==> src/rtl/program_loader_pkg.sv <==
// program_loader_pkg: shared state encoding and default sizing for the CPU program loader.
package program_loader_pkg;
    typedef enum logic [1:0] {IDLE, WAIT_RDY, WAIT_ACK, WAIT_DONE} state_e;
    localparam logic [7:0] PROG_IDLE = 8'h00;
    localparam int DEF_PROG_BYTES = 16;
    localparam int DEF_FIFO_DEPTH = 16;
    localparam int DEF_TIMEOUT_CYCLES = 1024;
endpackage

==> src/rtl/program_loader_byte_fifo.sv <==
// byte_fifo: read-ahead byte FIFO with flush; the head byte is always visible on dout_o.
module byte_fifo #(
    parameter int DEPTH = 16
) (
    input  logic                    clk,
    input  logic                    rst,
    input  logic                    push_i,
    input  logic                    pop_i,
    input  logic                    flush_i,
    input  logic [7:0]              din_i,
    output logic [7:0]              dout_o,
    output logic [$clog2(DEPTH):0]  count_o,
    output logic                    full_o,
    output logic                    empty_o
);
    localparam int AW = $clog2(DEPTH);
    logic [7:0]  mem_q [DEPTH];
    logic [AW-1:0] wr_q, rd_q;
    logic [AW:0] cnt_q;
    logic do_push, do_pop;
    assign full_o  = cnt_q == (AW+1)'(DEPTH);
    assign empty_o = cnt_q == '0;
    assign do_push = push_i & ~full_o;
    assign do_pop  = pop_i & ~empty_o;
    assign dout_o  = mem_q[rd_q];
    assign count_o = cnt_q;
    always_ff @(posedge clk)
        if (do_push) mem_q[wr_q] <= din_i;
    // Pointers wrap naturally because DEPTH is a power of two.
    always_ff @(posedge clk or posedge rst)
        if (rst) begin
            wr_q  <= '0;
            rd_q  <= '0;
            cnt_q <= '0;
        end else if (flush_i) begin
            wr_q  <= '0;
            rd_q  <= '0;
            cnt_q <= '0;
        end else begin
            if (do_push) wr_q <= wr_q + 1'b1;
            if (do_pop) rd_q <= rd_q + 1'b1;
            cnt_q <= cnt_q + (AW+1)'(do_push) - (AW+1)'(do_pop);
        end
endmodule

==> src/rtl/program_loader.sv <==
// program_loader: buffers a host program image and feeds it to the CPU programming port
// one byte per ready handshake, aborting on a stalled handshake.
module program_loader
    import program_loader_pkg::*;
#(
    parameter int PROG_BYTES     = DEF_PROG_BYTES,
    parameter int FIFO_DEPTH     = DEF_FIFO_DEPTH,
    parameter int TIMEOUT_CYCLES = DEF_TIMEOUT_CYCLES
) (
    input  logic                         clk,
    input  logic                         rst,
    input  logic [7:0]                   host_data,
    input  logic                         host_valid,
    output logic                         host_ready,
    input  logic                         host_start,
    input  logic                         cpu_ready,
    input  logic                         cpu_done_load,
    output logic [7:0]                   prog_data,
    output logic                         programming,
    output logic                         busy,
    output logic                         load_ok,
    output logic                         err_short,
    output logic                         err_timeout,
    output logic [$clog2(FIFO_DEPTH):0]  fifo_count
);
    localparam int CW = $clog2(FIFO_DEPTH) + 1;
    localparam int SW = $clog2(PROG_BYTES) + 1;
    localparam int TW = $clog2(TIMEOUT_CYCLES);
    localparam logic [TW-1:0] TMO_MAX = TW'(TIMEOUT_CYCLES - 1);
    state_e        state_q;
    logic          rdy_q, programming_q, load_ok_q, err_short_q, err_timeout_q;
    logic [7:0]    prog_data_q;
    logic [SW-1:0] sent_q;
    logic [TW-1:0] tmo_q;
    logic [7:0]    fifo_dout;
    logic          fifo_full, fifo_empty;
    logic          rise, fall, tmo_hit, start_ok, done, push, pop, last, programming_d;
    logic [7:0]    prog_data_d;
    assign rise          = cpu_ready & ~rdy_q;
    assign fall          = ~cpu_ready & rdy_q;
    assign tmo_hit       = (state_q != IDLE) && (tmo_q == TMO_MAX);
    assign start_ok      = (state_q == IDLE) && host_start && (fifo_count >= CW'(PROG_BYTES));
    assign done          = (state_q == WAIT_DONE) && cpu_done_load && !tmo_hit;
    assign pop           = (state_q == WAIT_ACK) && fall && !tmo_hit && !fifo_empty;
    assign last          = sent_q == SW'(PROG_BYTES - 1);
    assign host_ready    = (state_q == IDLE) && !fifo_full;
    assign push          = host_valid && host_ready;
    // prog_data follows the next programming level so it drops to idle with the port.
    assign programming_d = start_ok | (programming_q & ~tmo_hit & ~done);
    assign prog_data_d   = programming_d ? fifo_dout : PROG_IDLE;
    assign programming   = programming_q;
    assign prog_data     = prog_data_q;
    assign busy          = state_q != IDLE;
    assign load_ok       = load_ok_q;
    assign err_short     = err_short_q;
    assign err_timeout   = err_timeout_q;
    byte_fifo #(.DEPTH(FIFO_DEPTH)) u_fifo (
        .clk     (clk),
        .rst     (rst),
        .push_i  (push),
        .pop_i   (pop),
        .flush_i (tmo_hit),
        .din_i   (host_data),
        .dout_o  (fifo_dout),
        .count_o (fifo_count),
        .full_o  (fifo_full),
        .empty_o (fifo_empty)
    );
    always_ff @(posedge clk or posedge rst)
        if (rst) begin
            state_q       <= IDLE;
            rdy_q         <= 1'b0;
            programming_q <= 1'b0;
            prog_data_q   <= PROG_IDLE;
            load_ok_q     <= 1'b0;
            err_short_q   <= 1'b0;
            err_timeout_q <= 1'b0;
            sent_q        <= '0;
            tmo_q         <= '0;
        end else begin
            rdy_q         <= cpu_ready;
            programming_q <= programming_d;
            prog_data_q   <= prog_data_d;
            load_ok_q     <= done;
            tmo_q         <= (state_q == IDLE) ? '0 : tmo_q + 1'b1;
            if (tmo_hit) begin
                state_q       <= IDLE;
                err_timeout_q <= 1'b1;
            end else begin
                case (state_q)
                    IDLE:
                        if (start_ok) begin
                            state_q       <= WAIT_RDY;
                            err_short_q   <= 1'b0;
                            err_timeout_q <= 1'b0;
                            sent_q        <= '0;
                        end else if (host_start) begin
                            err_short_q <= 1'b1;
                        end
                    WAIT_RDY:
                        if (rise) begin
                            state_q <= WAIT_ACK;
                            tmo_q   <= '0;
                        end
                    WAIT_ACK:
                        if (fall) begin
                            sent_q  <= sent_q + 1'b1;
                            state_q <= last ? WAIT_DONE : WAIT_RDY;
                            tmo_q   <= '0;
                        end
                    WAIT_DONE:
                        if (cpu_done_load) state_q <= IDLE;
                    default: state_q <= IDLE;
                endcase
            end
        end
endmodule

==> config.mk <==
export PLATFORM = sky130hd
export DESIGN_NAME = program_loader
export DESIGN_NICKNAME = d
export VERILOG_FILES = /design/src/rtl/program_loader_pkg.sv /design/src/rtl/program_loader_byte_fifo.sv /design/src/rtl/program_loader.sv
export SDC_FILE = /design/constraint.sdc
export NUM_CORES = 1
export LEC_CHECK = 0
export CORE_AREA = 2 2 130 132
export DETAILED_ROUTE_END_ITERATION = 10
export DIE_AREA = 0 0 132 134
export DONT_BUFFER_PORTS = 1
export GPL_TIMING_DRIVEN = 1
export SYNTH_ARGS = -nofsm -noshare
export SYNTH_HDL_FRONTEND = slang
export SYNTH_SLANG_ARGS = --single-unit
==> constraint.sdc <==
create_clock -name clk -period 3.5 [get_ports clk]
set_input_delay 0.35 -clock clk [delete_from_list [all_inputs] [get_ports clk]]
set_output_delay 0.35 -clock clk [all_outputs]
set_load 0.005 [all_outputs]
==> results of run 1 <==
## layout make-up
type	instances	area, um^2	share of cell area
Timing Repair Buffer	30	260	0.0324
Tap cell	220	275	0.0343
Multi-Input combinational cell	218	1930	0.241
Clock buffer	19	433	0.0540
Inverter	22	82.6	0.0103
Sequential cell	171	4920	0.613
Clock inverter	12	116	0.0145
## synthesized netlist by cell type (2+ instances only)
| cell | count |
|---|---|
| edfxtp_1 | 128 |
| dfrtp_1 | 43 |
| nor2_1 | 39 |
| mux4_2 | 32 |
| inv_1 | 21 |
| nand2_1 | 21 |
| ha_1 | 19 |
| a21oi_1 | 17 |
| a22oi_1 | 16 |
| xor2_1 | 11 |
| o21ai_0 | 8 |
| buf_2 | 7 |
| xnor2_1 | 6 |
| nand3_1 | 5 |
| nand4_1 | 5 |
| nor2b_1 | 5 |
| nand2b_1 | 4 |
| nor3_1 | 4 |
| and2_1 | 3 |
| buf_1 | 3 |
| o22ai_1 | 3 |
| and3_1 | 2 |
| buf_4 | 2 |
| buf_6 | 2 |
| clkbuf_1 | 2 |
| mux2i_1 | 2 |
| nor3b_1 | 2 |
| or3_1 | 2 |
## flip-flops by register name, summed over array words and instances (netlist names)
signal and flops:
u_fifo.mem_q 128, tmo_q 10, prog_data 8, sent_q 5, u_fifo.count_o 5, u_fifo.rd_q 4
u_fifo.wr_q 4, state_q 2, err_short 1, err_timeout 1, load_ok 1, programming 1
rdy_q 1
## kinds of logic after synthesis
logic type / Yosys count / synth area share
flip-flops: 171 / 0.700
AND/OR/NAND/NOR: 95 / 0.0621
AO/OA/AOI/OAI: 52 / 0.0490
buffers and inverters: 39 / 0.0255
multiplexers: 34 / 0.105
adder cells (fa/ha/maj): 20 / 0.0367
XOR/XNOR: 17 / 0.0212
## layer usage
metal / share of wire / vias up / global-route usage / wire [um]
met3: 0.038 / 12 / 0.0442 / 509
met4: 0.0091 / 0 / 0.0543 / 122
li1: - / 1671 / - / -
met5: 0 / - / 0 / 0
met2: 0.51 / 73 / 0.278 / 6860
met1: 0.44 / 1875 / 0.200 / 5900
## critical path: cells and delay by family, from the launching register on
family / cells / cell delay (ps)
adders and majority gates: 4 / 830
buffers and inverters: 5 / 430
AOI/OAI and AO/OA: 3 / 370
DFF: 1 / 410
and+or+nand+nor: 4 / 820
## power by group
part           internal (mW)  switching (mW)  leakage, nW
combinational          0.719           0.842        0.903
clock                  0.986           0.771        0.262
sequential              2.44           0.250         1.71
## worst paths after layout
| path | from | end | slack, ps |
|---|---|---|---|
| worst max-delay path | u_fifo.count_o[2] | u_fifo.count_o[4] | 580 |
| worst min-delay path | rst | prog_data[0] | 20 |
| worst max register to register | u_fifo.count_o[2] | u_fifo.count_o[4] | 580 |
| worst min register to register | sent_q[4] | sent_q[4] | 480 |
| max in group asynchronous | rst | u_fifo.rd_q[0] | 2860 |
| min in group clk | host_data[4] | u_fifo.mem_q[1][4] | 20 |
==> results.py, run 1 <==
metrics = {
    "status": {
        "status": "complete, no violations",
    },
    "global_routing": {
        "overflow": 0,
        "grt_pass1_wl_um": 21300,
        "grt_max_degree": 44,
        "track_usage": 0.162,
        "antenna_found_initial": 0,
        "grt_pass1_vias": 3883,
    },
    "sta": {
        "finalSetupTns_ps": 0,
        "max_freq_mhz": 342,
        "rsz0062_at_grt": "false",
        "finalSetupViolCount": 0,
        "finalHoldViolations": 0,
        "finalCritPeriodShare": 0.835,
        "fin_skew_ps": 6.64,
        "slew_violations": 0,
        "hold_ws_ps": 20.9,
        "tightest_slew_ps": 928,
        "setup_slack_ps": 579,
        "period_needed_ps": 2920,
        "max-slew-margin-rel": 0.380,
    },
    "yosys": {
        "synth_ff_type": "edfxtp_1",
        "yosys_warnings": 0,
        "synth_area_leaders": "edfxtp_1 (55%), dfrtp_1 (15%), mux4_2 (10%)",
        "synth_nets": 462,
        "synth.largest_area_cell": "edfxtp_1",
        "synth_async_sr_flop_share": 0.251,
        "synthCells": 428,
        "synth_area_per_cell_um2": 16.4,
        "ys_seq_area_frac": 0.700,
        "yosysUniqueCellTypes": 42,
        "syn_area_um2": 7030,
        "ys_seq_elements": 171,
        "synth_edf_count": 128,
        "synth_top_area_share": 0.547,
    },
    "clock_tree": {
        "insertion_delay_ps": 420,
        "path_clk_slew_ps": 60,
        "postCtsSetupBuffers": 0,
        "h-tree-depth": 4,
        "cts-resized-gates": 0,
        "clockBufferDepth": 2,
        "ctsHoldBuffers": 1,
        "clk_root_buffer_cell": "clkbuf_16",
        "cts_made_buffers": 17,
        "cts_sinks": 171,
        "cts_tree": "done",
    },
    "placed_design": {
        "gp_congestion": 0.724,
        "port_buffers": 0,
        "dp.cells": 652,
        "placed_cell_area_um2": 7380,
        "pre_cts_ws_ps": 565,
        "hpwl_um": 8460,
    },
    "routing": {
        "drtIter0Drc": 267,
        "wl_per_cell_um": 19.3,
        "drtAntennaViolNets": 0,
        "drc": 0,
        "routed_wl_um": 13400,
        "vias": 3631,
        "vias_per_cell": 5.25,
        "drt_first_pass_iters": 6,
    },
    "floorplanning": {
        "core_um2": 16300,
        "ioPinCount": 33,
        "die_y_um": 134,
        "rows": 47,
        "die-area_um2": 17700,
        "die_w_um": 132,
        "start_util": 0.431,
    },
    "worst_setup_path": {
        "rr_worst_depth": 16,
        "cpMaxStageDelayCell": "dfrtp_1",
        "cp_max_fo": 5,
        "critPathArrivalTime_ps": 3270,
        "worstPathRequired_ps": 3850,
        "max_stage_delay_ps": 410,
        "critical-path-top-cell-by-count": "inv_1",
        "path_cells": "inv_1 > ha_1 > nor3b_1 > a21oi_1 > buf_4 > nor2b_1 > ha_1 > inv_1 > ha_1 > inv_1 > fa_1 > inv_1 > a21oi_1 > nor2_1 > or3_1 > a21oi_1",
        "path_class": "flop to flop",
        "end_kind": "flop",
        "cp-start-kind": "flop",
    },
    "final_layout": {
        "diodes": 0,
        "final_cells": 692,
        "nFillCells": 1379,
        "fin_area_um2": 8020,
        "final_cell_mix": "edfxtp_1 (128), dfrtp_1 (42), nor2_1 (39), mux4_2 (32), nand2_1 (21)",
        "drive_above_1_share": 0.182,
        "post-route-util": 0.493,
        "final_common_cell": "edfxtp_1",
        "area_growth_pct": 14.2,
        "nets": 494,
    },
    "power": {
        "leakage_nw": 2.87,
        "pwr_density_cell_nw_per_um2": 748,
        "power_mw": 6.00,
        "ir_drop_mv": 0.412,
    },
    "hold_path": {
        "hold_path_class": "primary input to asynchronous set/reset pin",
    },
    "flow_run": {
        "maxCapViolCount": 0,
    },
}
Power figures use the tool's default switching activity.
==> run 2, diff against run 1 <==
clock period = 2.52 ns   (was 3.5 ns; I/O delays follow)
==> run 2 against run 1 <==
Net effect:
- the flow now finishes with violations (setup timing)
- power increased by 46%
- wire length up 2.8%
- cell area rose by 3.6%
- hold slack better by 59 ps
- cell count up 4.0%
- global-route usage increased by 0.88 points
- count of clock-buffer cells in the layout did not move
- non-clock buffer count up 27
- via count rose by 3.6%
- first-iteration DRC count down 4.9%
- critical path type unchanged
- critical endpoint unchanged
==> results.py, run 2 (synthesis results as in run 1) <==
metrics = {
    "sta": {
        "finalSetupViolCount": 1,
        "fin_skew_ps": 7.21,
        "tightest_slew_ps": 959,
        "slew_violations": 0,
        "setup_slack_ps": -10.9,
        "finalHoldViolations": 0,
        "period_needed_ps": 2530,
        "hold_ws_ps": 79.9,
        "max_freq_mhz": 395,
        "finalCritPeriodShare": 1.00,
        "rsz0062_at_grt": "true",
        "max-slew-margin-rel": 0.360,
        "finalSetupTns_ps": -10.9,
    },
    "clock_tree": {
        "clk_root_buffer_cell": "clkbuf_16",
        "path_clk_slew_ps": 70,
        "cts_tree": "done",
        "insertion_delay_ps": 420,
        "cts_sinks": 171,
        "clockBufferDepth": 2,
        "cts_made_buffers": 17,
        "h-tree-depth": 4,
    },
    "final_layout": {
        "regMostFlops": "u_fifo.mem_q",
        "final_common_cell": "edfxtp_1",
        "largest_reg_flops": 128,
        "final_cell_mix": "edfxtp_1 (128), buf_4 (43), dfrtp_1 (42), nor2_1 (39), mux4_2 (32)",
        "area_growth_pct": 18.3,
        "nets": 521,
        "final_cells": 720,
        "fin_area_um2": 8320,
        "post-route-util": 0.510,
        "diodes": 0,
        "drive_above_1_share": 0.248,
    },
    "global_routing": {
        "grt_use_met3": 0.0416,
        "track_usage": 0.171,
        "met2_usage": 0.296,
        "grt.busiest_layer": "met2",
        "grt_util_met1": 0.215,
        "antenna_found_initial": 0,
        "grt_pass1_vias": 4074,
        "overflow": 0,
        "grt_pass1_wl_um": 22400,
        "grt_max_degree": 44,
    },
    "floorplanning": {
        "die-area_um2": 17700,
        "start_util": 0.431,
        "die_w_um": 132,
        "rows": 47,
        "core_um2": 16300,
        "ioPinCount": 33,
        "die_y_um": 134,
    },
    "hold_path": {
        "hold_path_class": "primary input to flop",
        "hold_depth": 3,
    },
    "placed_design": {
        "placed_cell_area_um2": 7590,
        "hpwl_um": 8790,
        "dp.cells": 674,
        "port_buffers": 0,
        "pre_cts_ws_ps": -74.7,
        "gp_congestion": 0.788,
    },
    "routing": {
        "drtAntennaViolNets": 0,
        "drtIter0Drc": 254,
        "drc": 0,
        "vias": 3762,
        "drt_first_pass_iters": 5,
        "routed_wl_um": 13800,
        "wl_per_cell_um": 19.1,
        "vias_per_cell": 5.23,
    },
    "power": {
        "pwr-share-seq": 0.414,
        "p_sw_mw": 2.72,
        "leakage_nw": 3.03,
        "sw_frac_of_total": 0.312,
        "p_int_mw": 6.02,
        "combPwrFrac": 0.297,
        "power_mw": 8.74,
        "p_clk_frac": 0.289,
        "ir_drop_mv": 0.582,
        "pwr_density_cell_nw_per_um2": 1050,
    },
    "worst_setup_path": {
        "worstPathRequired_ps": 2870,
        "end_kind": "flop",
        "cp_max_fo": 2,
        "rr_worst_depth": 15,
        "critPathArrivalTime_ps": 2880,
        "cp-start-kind": "flop",
        "path_class": "flop to flop",
    },
    "status": {
        "violations": "setup timing",
        "status": "finished with violations",
    },
    "flow_run": {
        "maxCapViolCount": 0,
    },
}
run 2: cell types whose count changed in the layout (fill, tap and decap cells not counted), moves of 2 or more:
| cell | previous run | this run |
|---|---|---|
| buf_4 | 20 | 43 |
| inv_1 | 20 | 15 |
| inv_2 | 2 | 7 |
| dlygate4sd3_1 | 9 | 12 |
| ha_1 | 19 | 16 |
| ha_2 | 0 | 2 |
| inv_8 | 1 | 3 |
run 2: area by class of cell:
| class | count | area [um^2] |
|---|---|---|
| sequential | 171 | 4920 |
| tap | 220 | 275 |
| clock inverter | 13 | 133 |
| timing repair buffer | 57 | 483 |
| clock buffer | 19 | 443 |
| multi-input combinational | 218 | 1980 |
| fill | 1360 | 7970 |
| inverter | 22 | 82.6 |
run 2: routing by layer:
metal / part of all wire / wire length [um]
met3: 0.042 / 577
met4: 0.0094 / 129
met5: 0 / 0
met1: 0.42 / 5830
met2: 0.52 / 7230
run 2: path summary, 6_finish.rpt:
path	from	slack [ps]	to
setup reg to reg	u_fifo.count_o[3]	-10	u_fifo.count_o[4]
setup / recovery	u_fifo.count_o[3]	-10	u_fifo.count_o[4]
hold reg to reg	sent_q[3]	490	sent_q[3]
hold / removal	host_start	80	err_timeout
max in group asynchronous	rst	1360	u_fifo.rd_q[0]
min in group asynchronous	rst	510	prog_data[0]
run 2: worst max-delay path, cell delays in order, from the launching register on:
cell     delay, ps
dfrtp_1        390
inv_2           70
ha_1           140
nor3b_4        210
a21oi_2         90
nor2b_1        140
ha_1           290
inv_2           50
ha_4           160
inv_2           60
fa_2           200
inv_1           40
a21oi_1        120
nor2_1          60
or3_1          340
a21oi_1        130
run 2: power by group through the flow:
stage | Sequential, mW | Combinational, mW | Clock (mW)
after global routing | 3.65 | 2.91 | 2.69
after detailed placement | 3.67 | 2.57 | 0
final | 3.62 | 2.60 | 2.52
after floorplan | 3.60 | 1.83 | 0
after global placement | 3.65 | 2.50 | 0
after CTS | 3.62 | 2.63 | 2.58
run 2: what timing repair did:
action	CTS	global route
resized for setup	5	3
hold buffers	12	0
buffers inserted	1	1
setup endpoints to repair	1	4
pin swaps	4	1
hold endpoints to repair	174	0
gates cloned	0	0
==> run 3, diff against run 2 <==
CORE_AREA = 2 2 133 135   (was 2 2 130 132)
DIE_AREA = 0 0 135 137   (was 0 0 132 134)
SKIP_CTS_REPAIR_TIMING = 1   (was unset)
SYNTH_HIERARCHICAL = 1   (was unset)
==> run 3 against run 2 <==
Net effect:
- the run still ends with setup timing left
- register-to-register slack got worse by 140 ps
- hold slack got worse by 79 ps
- sequential share of layout area fell by 4.1 points
- setup slack got worse by 140 ps
- flip-flop and latch count did not move
- count of clock-buffer cells in the layout did not move
- highest routed layer unchanged
- first-iteration DRC count rose by 3.1%
- synthesized cell count rose by 14%
- critical path type unchanged
- clock power rose by 4%
==> results.py, run 3 <==
metrics = {
    "status": {
        "status": "finished with violations",
        "violations": "setup timing",
    },
    "flow_run": {
        "maxCapViolCount": 0,
    },
    "clock_tree": {
        "insertion_delay_ps": 430,
        "clockBufferDepth": 2,
        "clk_root_buffer_cell": "clkbuf_16",
        "path_clk_slew_ps": 60,
        "cts_tree": "done",
        "cts_made_buffers": 17,
        "h-tree-depth": 4,
        "cts_sinks": 171,
    },
    "sta": {
        "max_freq_mhz": 374,
        "finalCritPeriodShare": 1.06,
        "finalHoldViolations": 0,
        "rsz0062_at_grt": "true",
        "period_needed_ps": 2680,
        "fin_skew_ps": 10.9,
        "slew_violations": 0,
        "tightest_slew_ps": 718,
        "finalSetupTns_ps": -164,
        "hold_ws_ps": 0.531,
        "finalSetupViolCount": 2,
        "max-slew-margin-rel": 0.521,
        "setup_slack_ps": -155,
    },
    "floorplanning": {
        "die-area_um2": 18500,
        "rows": 48,
        "die_y_um": 137,
        "start_util": 0.433,
        "die_w_um": 135,
        "ioPinCount": 33,
        "core_um2": 17100,
    },
    "routing": {
        "drc": 0,
        "drtIter0Drc": 262,
        "drtAntennaViolNets": 0,
        "wl_per_cell_um": 18.5,
        "drt_first_pass_iters": 5,
        "vias_per_cell": 5.20,
        "routed_wl_um": 14800,
        "vias": 4146,
    },
    "placed_design": {
        "port_buffers": 0,
        "gp_congestion": 0.800,
        "placed_cell_area_um2": 8140,
        "hpwl_um": 9980,
        "dp.cells": 751,
    },
    "yosys": {
        "yosys_warnings": 6,
        "synth_area_per_cell_um2": 15.2,
        "synth_edf_count": 128,
        "ys_seq_area_frac": 0.667,
        "ys_seq_elements": 171,
        "synthTopCellsByCount": "edfxtp_1 (128), dfrtp_1 (43), nor2_1 (31)",
        "synthCells": 487,
        "synth_ff_type": "edfxtp_1",
        "synth_async_sr_flop_share": 0.251,
        "synth_most_common_cell": "edfxtp_1",
        "yosysUniqueCellTypes": 53,
        "synth.largest_area_cell": "edfxtp_1",
        "syn_area_um2": 7380,
        "synth_area_leaders": "edfxtp_1 (52%), dfrtp_1 (15%), mux4_2 (4.9%)",
        "synth_top_area_share": 0.521,
        "synth_nets": 521,
    },
    "global_routing": {
        "grt_pass1_wl_um": 23900,
        "grt_pass1_vias": 4346,
        "overflow": 0,
        "antenna_found_initial": 0,
        "track_usage": 0.173,
        "grt_max_degree": 31,
    },
    "final_layout": {
        "multi_input_area_um2": 2340,
        "post-route-util": 0.524,
        "regMostFlops": "u_fifo/mem_q",
        "final_common_cell": "edfxtp_1",
        "drive_above_1_share": 0.291,
        "fin_area_um2": 8940,
        "nets": 594,
        "largest_reg_flops": 128,
        "area_growth_pct": 21.1,
        "regArea_um2": 4920,
        "final_cell_mix": "edfxtp_1 (128), buf_4 (58), dfrtp_1 (42), nor2_1 (30), mux2i_1 (19)",
        "nFillCells": 1441,
        "final_cells": 798,
        "diodes": 0,
    },
    "power": {
        "leakage_nw": 3.34,
        "pwr_density_cell_nw_per_um2": 1050,
        "ir_drop_mv": 0.519,
    },
    "worst_setup_path": {
        "critPathArrivalTime_ps": 2990,
        "cp-start-kind": "flop",
        "cp_max_fo": 4,
        "worstPathRequired_ps": 2830,
        "path_class": "flop to flop",
        "end_kind": "flop",
    },
    "hold_path": {
        "hold_path_class": "primary input to flop",
    },
}
[run 3: changes by cell type after synthesis, sizes merged, moves of 9 or more]
cell / delta
a22oi: -15
mux2: +17
mux2i: +17
nor3: +12
and2: +14
nand3: +9
mux4: -16
a21oi: -11
[run 3: worst paths after layout]
kind,end,start,depth (start not counted),slack [ps]
worst min register to register,err_short,err_short,2,520
worst max-delay path,u_fifo/count_o[4],u_fifo/count_o[3],15,-160
min in group asynchronous,u_fifo/count_o[4],rst,2,330
worst max register to register,u_fifo/count_o[4],u_fifo/count_o[3],15,-160
max in group asynchronous,u_fifo/rd_q[0],rst,2,1780
worst min-delay path,err_short,host_start,2,0.5
[run 3: kinds of logic (layout without fill, tap and decap cells)]
logic type | count (synthesis) | in the layout | share of synthesized area
xor+xnor | 16 | 16 | 0.0190
fa+ha+maj | 20 | 20 | 0.0349
simple gates | 125 | 125 | 0.0865
compound gates | 51 | 51 | 0.0570
buf+inv | 52 | 138 | 0.0353
flops | 171 | 171 | 0.667
mux | 52 | 52 | 0.101
[run 3: layout make-up]
type	count	area share
clock buffer	19	0.0484
inverter	30	0.0146
tap	225	0.0315
multi-input combinational	264	0.262
clock inverter	13	0.0182
timing repair buffer	76	0.0748
sequential	171	0.551
[run 3: layer usage]
metal  up-vias  part of all wire  global-route usage
met4         0             0.010              0.0596
met2        78              0.50               0.281
met5         -                 0                   0
met1      2079              0.45               0.231
met3        15             0.042              0.0422
li1       1974                 -                   -
[run 3: through the flow]
stage	total power, mW	worst slack (ps)
after floorplan	5.69	-498
after global placement	6.54	-271
after detailed placement	6.62	-336
after CTS	9.24	-347
after global routing	9.90	-299
final	9.35	-155
[run 3: worst max-delay path: stages, from the launching register on]
cell and delay (ps):
dfrtp_1 390, inv_2 80, ha_4 130, or4b_4 490, buf_6 150, nand2_4 60, inv_2 40, ha_4 210
inv_4 50, ha_4 120, inv_2 30, fa_2 350, nor2b_2 150, o21bai_2 90, a21oi_2 150, nor3b_2 50
[run 3: power breakdown]
group / leakage (nW) / total [mW] / switching, mW / internal, mW
sequential: 1.70 / 3.67 / 0.298 / 3.37
clock: 0.287 / 2.61 / 1.12 / 1.49
combinational: 1.35 / 3.07 / 1.55 / 1.52
total: 3.34 / 9.35 / 2.96 / 6.38
